===== config.mk =====
export PLATFORM = sky130hd
export DESIGN_NAME = div_16_by_8
export DESIGN_NICKNAME = d
export VERILOG_FILES = /design/src/rtl/div_16_by_8.sv
export SDC_FILE = /design/constraint.sdc
export NUM_CORES = 1
export LEC_CHECK = 0
export ABC_AREA = 1
export CORE_UTILIZATION = 40
export CTS_BUF_LIST = sky130_fd_sc_hd__clkbuf_16
export DETAILED_ROUTE_END_ITERATION = 8
export GPL_ROUTABILITY_DRIVEN = 0
export HOLD_SLACK_MARGIN = 0.15
export PLACE_DENSITY = 0.61
export SYNTH_ARGS = -nofsm -noshare
export SYNTH_HDL_FRONTEND = slang
export SYNTH_SLANG_ARGS = --single-unit

===== constraint.sdc =====
create_clock -name clk -period 2 [get_ports clk]
set_clock_uncertainty 0.2 [all_clocks]
set_input_delay 0.4 -clock clk [delete_from_list [all_inputs] [get_ports clk]]
set_output_delay 0.4 -clock clk [all_outputs]
set_load 0.005 [all_outputs]

===== src/rtl/div_16_by_8.sv =====
// div_16_by_8: sequential restoring divider, 2N-bit dividend by N-bit divisor.
// One quotient bit per CALC cycle, MSB first; results held until the next DONE.
// Optional feature macro: DIV_ZERO_DETECT_EN -- short-circuits a zero divisor
// straight to DONE with quotient all ones, remainder = dividend[N-1:0], dbz=1.
module div_16_by_8 #(
    parameter int N = 8
) (
    input  logic           clk,
    input  logic           rst_n,
    input  logic           start,
    input  logic [2*N-1:0] dividend,
    input  logic [N-1:0]   divisor,
    output logic [2*N-1:0] quotient,
    output logic [N-1:0]   remainder,
    output logic           busy,
    output logic           done,
    output logic           dbz
);

    localparam int CW = $clog2(2*N) + 1;
    localparam logic [CW-1:0] LAST_STEP = CW'(2*N - 1);

    typedef enum logic [1:0] {
        IDLE = 2'd0,
        CALC = 2'd1,
        DONE = 2'd2
    } state_t;

    state_t         state, state_nxt;

    logic [2*N-1:0] dvd_q;   // dividend, shifted left one bit per step
    logic [N-1:0]   dsr_q;   // captured divisor
    logic [N:0]     rem_q;   // partial remainder
    logic [2*N-1:0] quo_q;   // quotient bits collected so far
    logic [CW-1:0]  cnt_q;   // step counter
    logic           zero_q;  // divide-by-zero bypass for the current operation

    logic           zero_det;
    logic [N:0]     trial;
    logic [N+1:0]   diff;
    logic           no_borrow;
    logic [N:0]     rem_step;
    logic [2*N-1:0] quo_step;

    logic           accept;
    logic           finish;
    logic           finish_zero;

`ifdef DIV_ZERO_DETECT_EN
    assign zero_det = (divisor == '0);
`else
    assign zero_det = 1'b0;
`endif

    // One restoring step: shift in the next dividend bit and trial-subtract.
    always_comb begin
        trial     = {rem_q[N-1:0], dvd_q[2*N-1]};
        diff      = {1'b0, trial} - {2'b00, dsr_q};
        no_borrow = ~diff[N+1];
        rem_step  = no_borrow ? diff[N:0] : trial;
        quo_step  = {quo_q[2*N-2:0], no_borrow};
    end

    // State register.
    always_ff @(posedge clk or negedge rst_n) begin
        if (!rst_n) begin
            state <= IDLE;
        end else begin
            state <= state_nxt;
        end
    end

    // Next-state logic and datapath control strobes.
    always_comb begin
        state_nxt   = state;
        accept      = 1'b0;
        finish      = 1'b0;
        finish_zero = 1'b0;
        unique case (state)
            IDLE: begin
                if (start) begin
                    accept    = 1'b1;
                    state_nxt = CALC;
                end
            end
            CALC: begin
                if (zero_q) begin
                    finish_zero = 1'b1;
                    state_nxt   = DONE;
                end else if (cnt_q == LAST_STEP) begin
                    finish    = 1'b1;
                    state_nxt = DONE;
                end
            end
            DONE: begin
                state_nxt = IDLE;
            end
            default: begin
                state_nxt = IDLE;
            end
        endcase
    end

    // Operand capture and iterative datapath.
    always_ff @(posedge clk or negedge rst_n) begin
        if (!rst_n) begin
            dvd_q  <= '0;
            dsr_q  <= '0;
            rem_q  <= '0;
            quo_q  <= '0;
            cnt_q  <= '0;
            zero_q <= 1'b0;
        end else if (accept) begin
            dvd_q  <= dividend;
            dsr_q  <= divisor;
            rem_q  <= '0;
            quo_q  <= '0;
            cnt_q  <= '0;
            zero_q <= zero_det;
        end else if (state == CALC && !zero_q) begin
            dvd_q <= {dvd_q[2*N-2:0], 1'b0};
            rem_q <= rem_step;
            quo_q <= quo_step;
            cnt_q <= cnt_q + CW'(1);
        end
    end

    // Result registers: loaded on the edge that enters DONE, held otherwise.
    // The final step's result is taken straight from the step logic so the
    // outputs are valid in the same cycle done is high.
    always_ff @(posedge clk or negedge rst_n) begin
        if (!rst_n) begin
            quotient  <= '0;
            remainder <= '0;
        end else if (finish) begin
            quotient  <= quo_step;
            remainder <= rem_step[N-1:0];
        end else if (finish_zero) begin
            quotient  <= '1;
            remainder <= dvd_q[N-1:0];
        end
    end

`ifdef DIV_ZERO_DETECT_EN
    // Divide-by-zero flag, updated alongside the result registers.
    always_ff @(posedge clk or negedge rst_n) begin
        if (!rst_n) begin
            dbz <= 1'b0;
        end else if (finish) begin
            dbz <= 1'b0;
        end else if (finish_zero) begin
            dbz <= 1'b1;
        end
    end
`else
    assign dbz = 1'b0;
`endif

    // Status outputs decoded from the state register.
    always_comb begin
        busy = (state != IDLE);
        done = (state == DONE);
    end

endmodule


==> summary.txt <==
Worst setup path
  – Buf+Inv Stages, Crit Path: 2
  – CP delay by family, top: simple AND/OR/NAND/NOR gates
  – CP max FO: 3
  – CP max-delay cell: dfrtp_1
  – Data required, critical path: 2020 ps
  – Reg-to-Reg Start: dvd_q[15]$_DFFE_PN0P_
  – Startpoint types: flop
  – Critical path endpoint category: flop
  – Most frequent CP cell: nand2_2
  – Crit path cell chain: inv_2, ha_4, inv_2, fa_2, nand2_2, nand2_2, nand3b_1, nand3b_1, nand3_2, nand2_2, nand2_1, nand2_1
  – Worst Setup SP: dvd_q[15]$_DFFE_PN0P_
  – Crit path largest cell delay: 380 ps
  – Crit path arrival time: 1960 ps
  – Critical setup path kind: reg2reg

STA
  – Period utilization: 0.969
  – Fmax: 0.516 GHz
  – Setup TNS: 0 ps
  – Final min period: 1940 ps
  – Final setup vio count: 0
  – Max-slew violations: 0
  – Final Hold Vio Count: 0
  – Hold slack: 280 ps
  – RSZ-0062 raised after global routing: yes

Run
  – Max cap viols: 0

Clocking
  – Clk pin slew, worst setup/hold paths: 60 ps
  – Root Buffer Master: clkbuf_16
  – CTS tree: done
  – CTS Buffer Depth: 2
  – H-tree levels: 3
  – CTS Buf Count: 9
  – Clock sink total: 78
  – Later-pin clock latency in the skew report: 340 ps

Final layout
  – Non-Filler Instances: 584
  – # diodes: 0
  – Register Area: 1950 um2
  – Filler Cell Count: 793
  – Nets: 509
  – Core Util, Final: 0.555
  – Area of the multi-input gates: 1440 um2
  – Layout cells sized above 1: 0.164
  – Synth-to-layout area growth: 34.8%

Logic synthesis
  – Register area share after synthesis: 0.544
  – Syn. warnings: 0
  – Synthesized instance count: 397
  – Async set-reset flop share out of synthesis: 1.00
  – Syn Std Cell Area: 3590 um2
  – Distinct cells, synth: 34
  – FF+latch count, synth: 78
  – Mapped Avg Cell Area: 9.04 um2
  – EDFF count, synth: 0
  – Top FF cell, synth: dfrtp_1
  – Syn nets: 435

Pwr
  – Internal power: 5420 uW
  – Pwr Density: 1830 nW/um2
  – Pleak: 0.00231 uW
  – P_sw: 3410 uW
  – Peak supply drop: 0.000644 V
  – Clock network power share: 0.203
  – Power share of the combinational group: 0.506
  – Sw Ratio: 0.387
  – Register share of total power: 0.291

Route
  – Residual DRC count: 0
  – Detail Route Antenna Nets: 0
  – Vias per inst: 4.88
  – Drt total wl: 7.86 mm
  – Initial DRC Count: 138
  – Vias: 2850
  – Routed wire length per instance: 13.5 um
  – DRT Pass-1 Iters: 4

Floorplan
  – Starting Density: 0.412
  – Die height: 96.7 um
  – Die width: 96.7 um
  – IO Pins: 54
  – Core box area: 8720 um2
  – Row count: 34
  – Die area: 9360 um2

Min path
  – Hold Path Class: reg2reg
  – Hold Crit Start: remainder[6]$_DFFE_PN0P_

Global route
  – Initial antenna violation count: 0
  – First-pass GRT wire length: 12.8 mm
  – Vias in the first global route: 2708
  – Largest net degree at the start of global routing: 39
  – Total GRT Usage: 0.173
  – GRT overflow: 0

Status
  – Status: finished, final reports clean

Place
  – Dpl cells: 560
  – Post-DP HPWL: 5.34 mm
  – Port buffer count: 52
==> layer usage <==
metal | global-route usage | wire [um] | part of all wire | vias up
met5 | 0 | 0 | 0 | -
met4 | 0.0643 | 65 | 0.0083 | 0
met3 | 0.0491 | 276 | 0.035 | 9
met2 | 0.269 | 3800 | 0.48 | 48
met1 | 0.230 | 3710 | 0.47 | 1361
li1 | - | - | - | 1432
==> final cells by class <==
type / count / area share
flip-flops and latches: 78 / 0.404
repair inverters: 1 / 0.00155
well taps: 108 / 0.0279
clock buffers: 9 / 0.0466
multi-input cells: 244 / 0.297
clock inverters: 7 / 0.0217
inverters: 59 / 0.0466
repair buffers: 78 / 0.155
==> path summary, 6_finish.rpt <==
check	to	slack, ps	cells after the start
max in group asynchronous	dvd_q[9]$_DFFE_PN0P_	730	3
min in group asynchronous	dsr_q[4]$_DFFE_PN0P_	310	2
max	rem_q[6]$_DFFE_PN0P_	60	12
min reg2reg	remainder[6]$_DFFE_PN0P_	280	2
max reg2reg	rem_q[6]$_DFFE_PN0P_	60	12
min	remainder[6]$_DFFE_PN0P_	280	2
==> per-stage QoR <==
stage	power, uW	area (um2)	setup WS (ps)
finish	8830	4840	61.1
global route	9550	4840	-52.5
CTS	8480	4670	-8.47
detailed placement	6610	4320	-53.1
global placement	6500	4320	-14.7
floorplan	5330	3590	141
==> worst reg2reg max path: cells and delay by family (launching register included) <==
kind                       cells  cell delay, ps
and+or+nand+nor                8             650
DFF                            1             380
buffers and inverters          2             130
adders and majority gates      2             500
==> cells by family (layout without fill, tap and decap cells) <==
group	count (synthesis)	count (layout)	share of synthesized area
buf+inv	75	154	0.0864
flops	78	78	0.544
compound gates	70	70	0.124
xor+xnor	3	3	0.00732
fa+ha+maj	11	11	0.0404
other cells	1	1	0.00104
simple gates	159	159	0.197
==> flip-flops by register name, summed over array words and instances, names as in the netlist <==
register / cells
dsr_q: 8
cnt_q: 5
remainder: 8
dvd_q: 16
rem_q: 8
state: 2
quo_q: 15
quotient: 16
==> Yosys cell counts, types with 2 or more instances <==
library cell,n,area (um2)
nand2_1,117,439
dfrtp_1,78,1950
inv_1,58,218
o21ai_0,32,160
o22ai_1,15,93.8
o221ai_1,13,114
ha_1,10,125
clkbuf_1,8,30.0
nor2_1,8,30.0
nand3_1,7,35.0
nand4_1,7,43.8
nand2_2,5,31.3
nand3_2,5,50.1
a21oi_1,4,20.0
nand3b_1,4,30.0
buf_2,3,15.0
xnor2_1,3,26.3
buf_4,2,15.0
o21ai_2,2,17.5
or2_2,2,12.5
==> cells in the final DEF, fill, tap and decap left out, types with 2 or more instances in the layout <==
cell type / synthesis / layout
a21oi_1: 4 / 4
buf_12: 0 / 2
buf_4: 2 / 23
bufinv_16: 0 / 2
clkbuf_16: 0 / 9
clkdlybuf4s50_1: 0 / 49
clkinvlp_4: 0 / 3
dfrtp_1: 78 / 78
dlymetal6s2s_1: 0 / 2
ha_1: 10 / 4
ha_4: 0 / 6
inv_1: 58 / 56
inv_2: 0 / 2
inv_6: 0 / 2
nand2_1: 117 / 114
nand2_2: 5 / 8
nand3_1: 7 / 6
nand3_2: 5 / 5
nand3b_1: 4 / 4
nand4_1: 7 / 7
nor2_1: 8 / 6
nor2_2: 1 / 3
o21ai_0: 32 / 32
o21ai_2: 2 / 2
o221ai_1: 13 / 13
o22ai_1: 15 / 15
or2_2: 2 / 2
xnor2_1: 3 / 2
==> timing repair <==
item / in CTS / in global routing
cloned: 0 / 1
setup buffers: 0 / 6
endpoints found under the hold margin: 70 / 0
endpoints found under the setup margin: 8 / 17
hold buffers: 1 / 0
pin swaps: 1 / 9
resized for setup: 4 / 19
==> power groups by stage <==
| stage | Combinational, uW | Clock [uW] | Sequential (uW) |
|---|---|---|---|
| floorplan | 2820 | 0 | 2510 |
| finish | 4470 | 1790 | 2570 |
| detailed placement | 4050 | 0 | 2560 |
| global placement | 3950 | 0 | 2540 |
| CTS | 4110 | 1830 | 2540 |
| global route | 5010 | 1900 | 2640 |
Power figures use the tool's default switching activity.
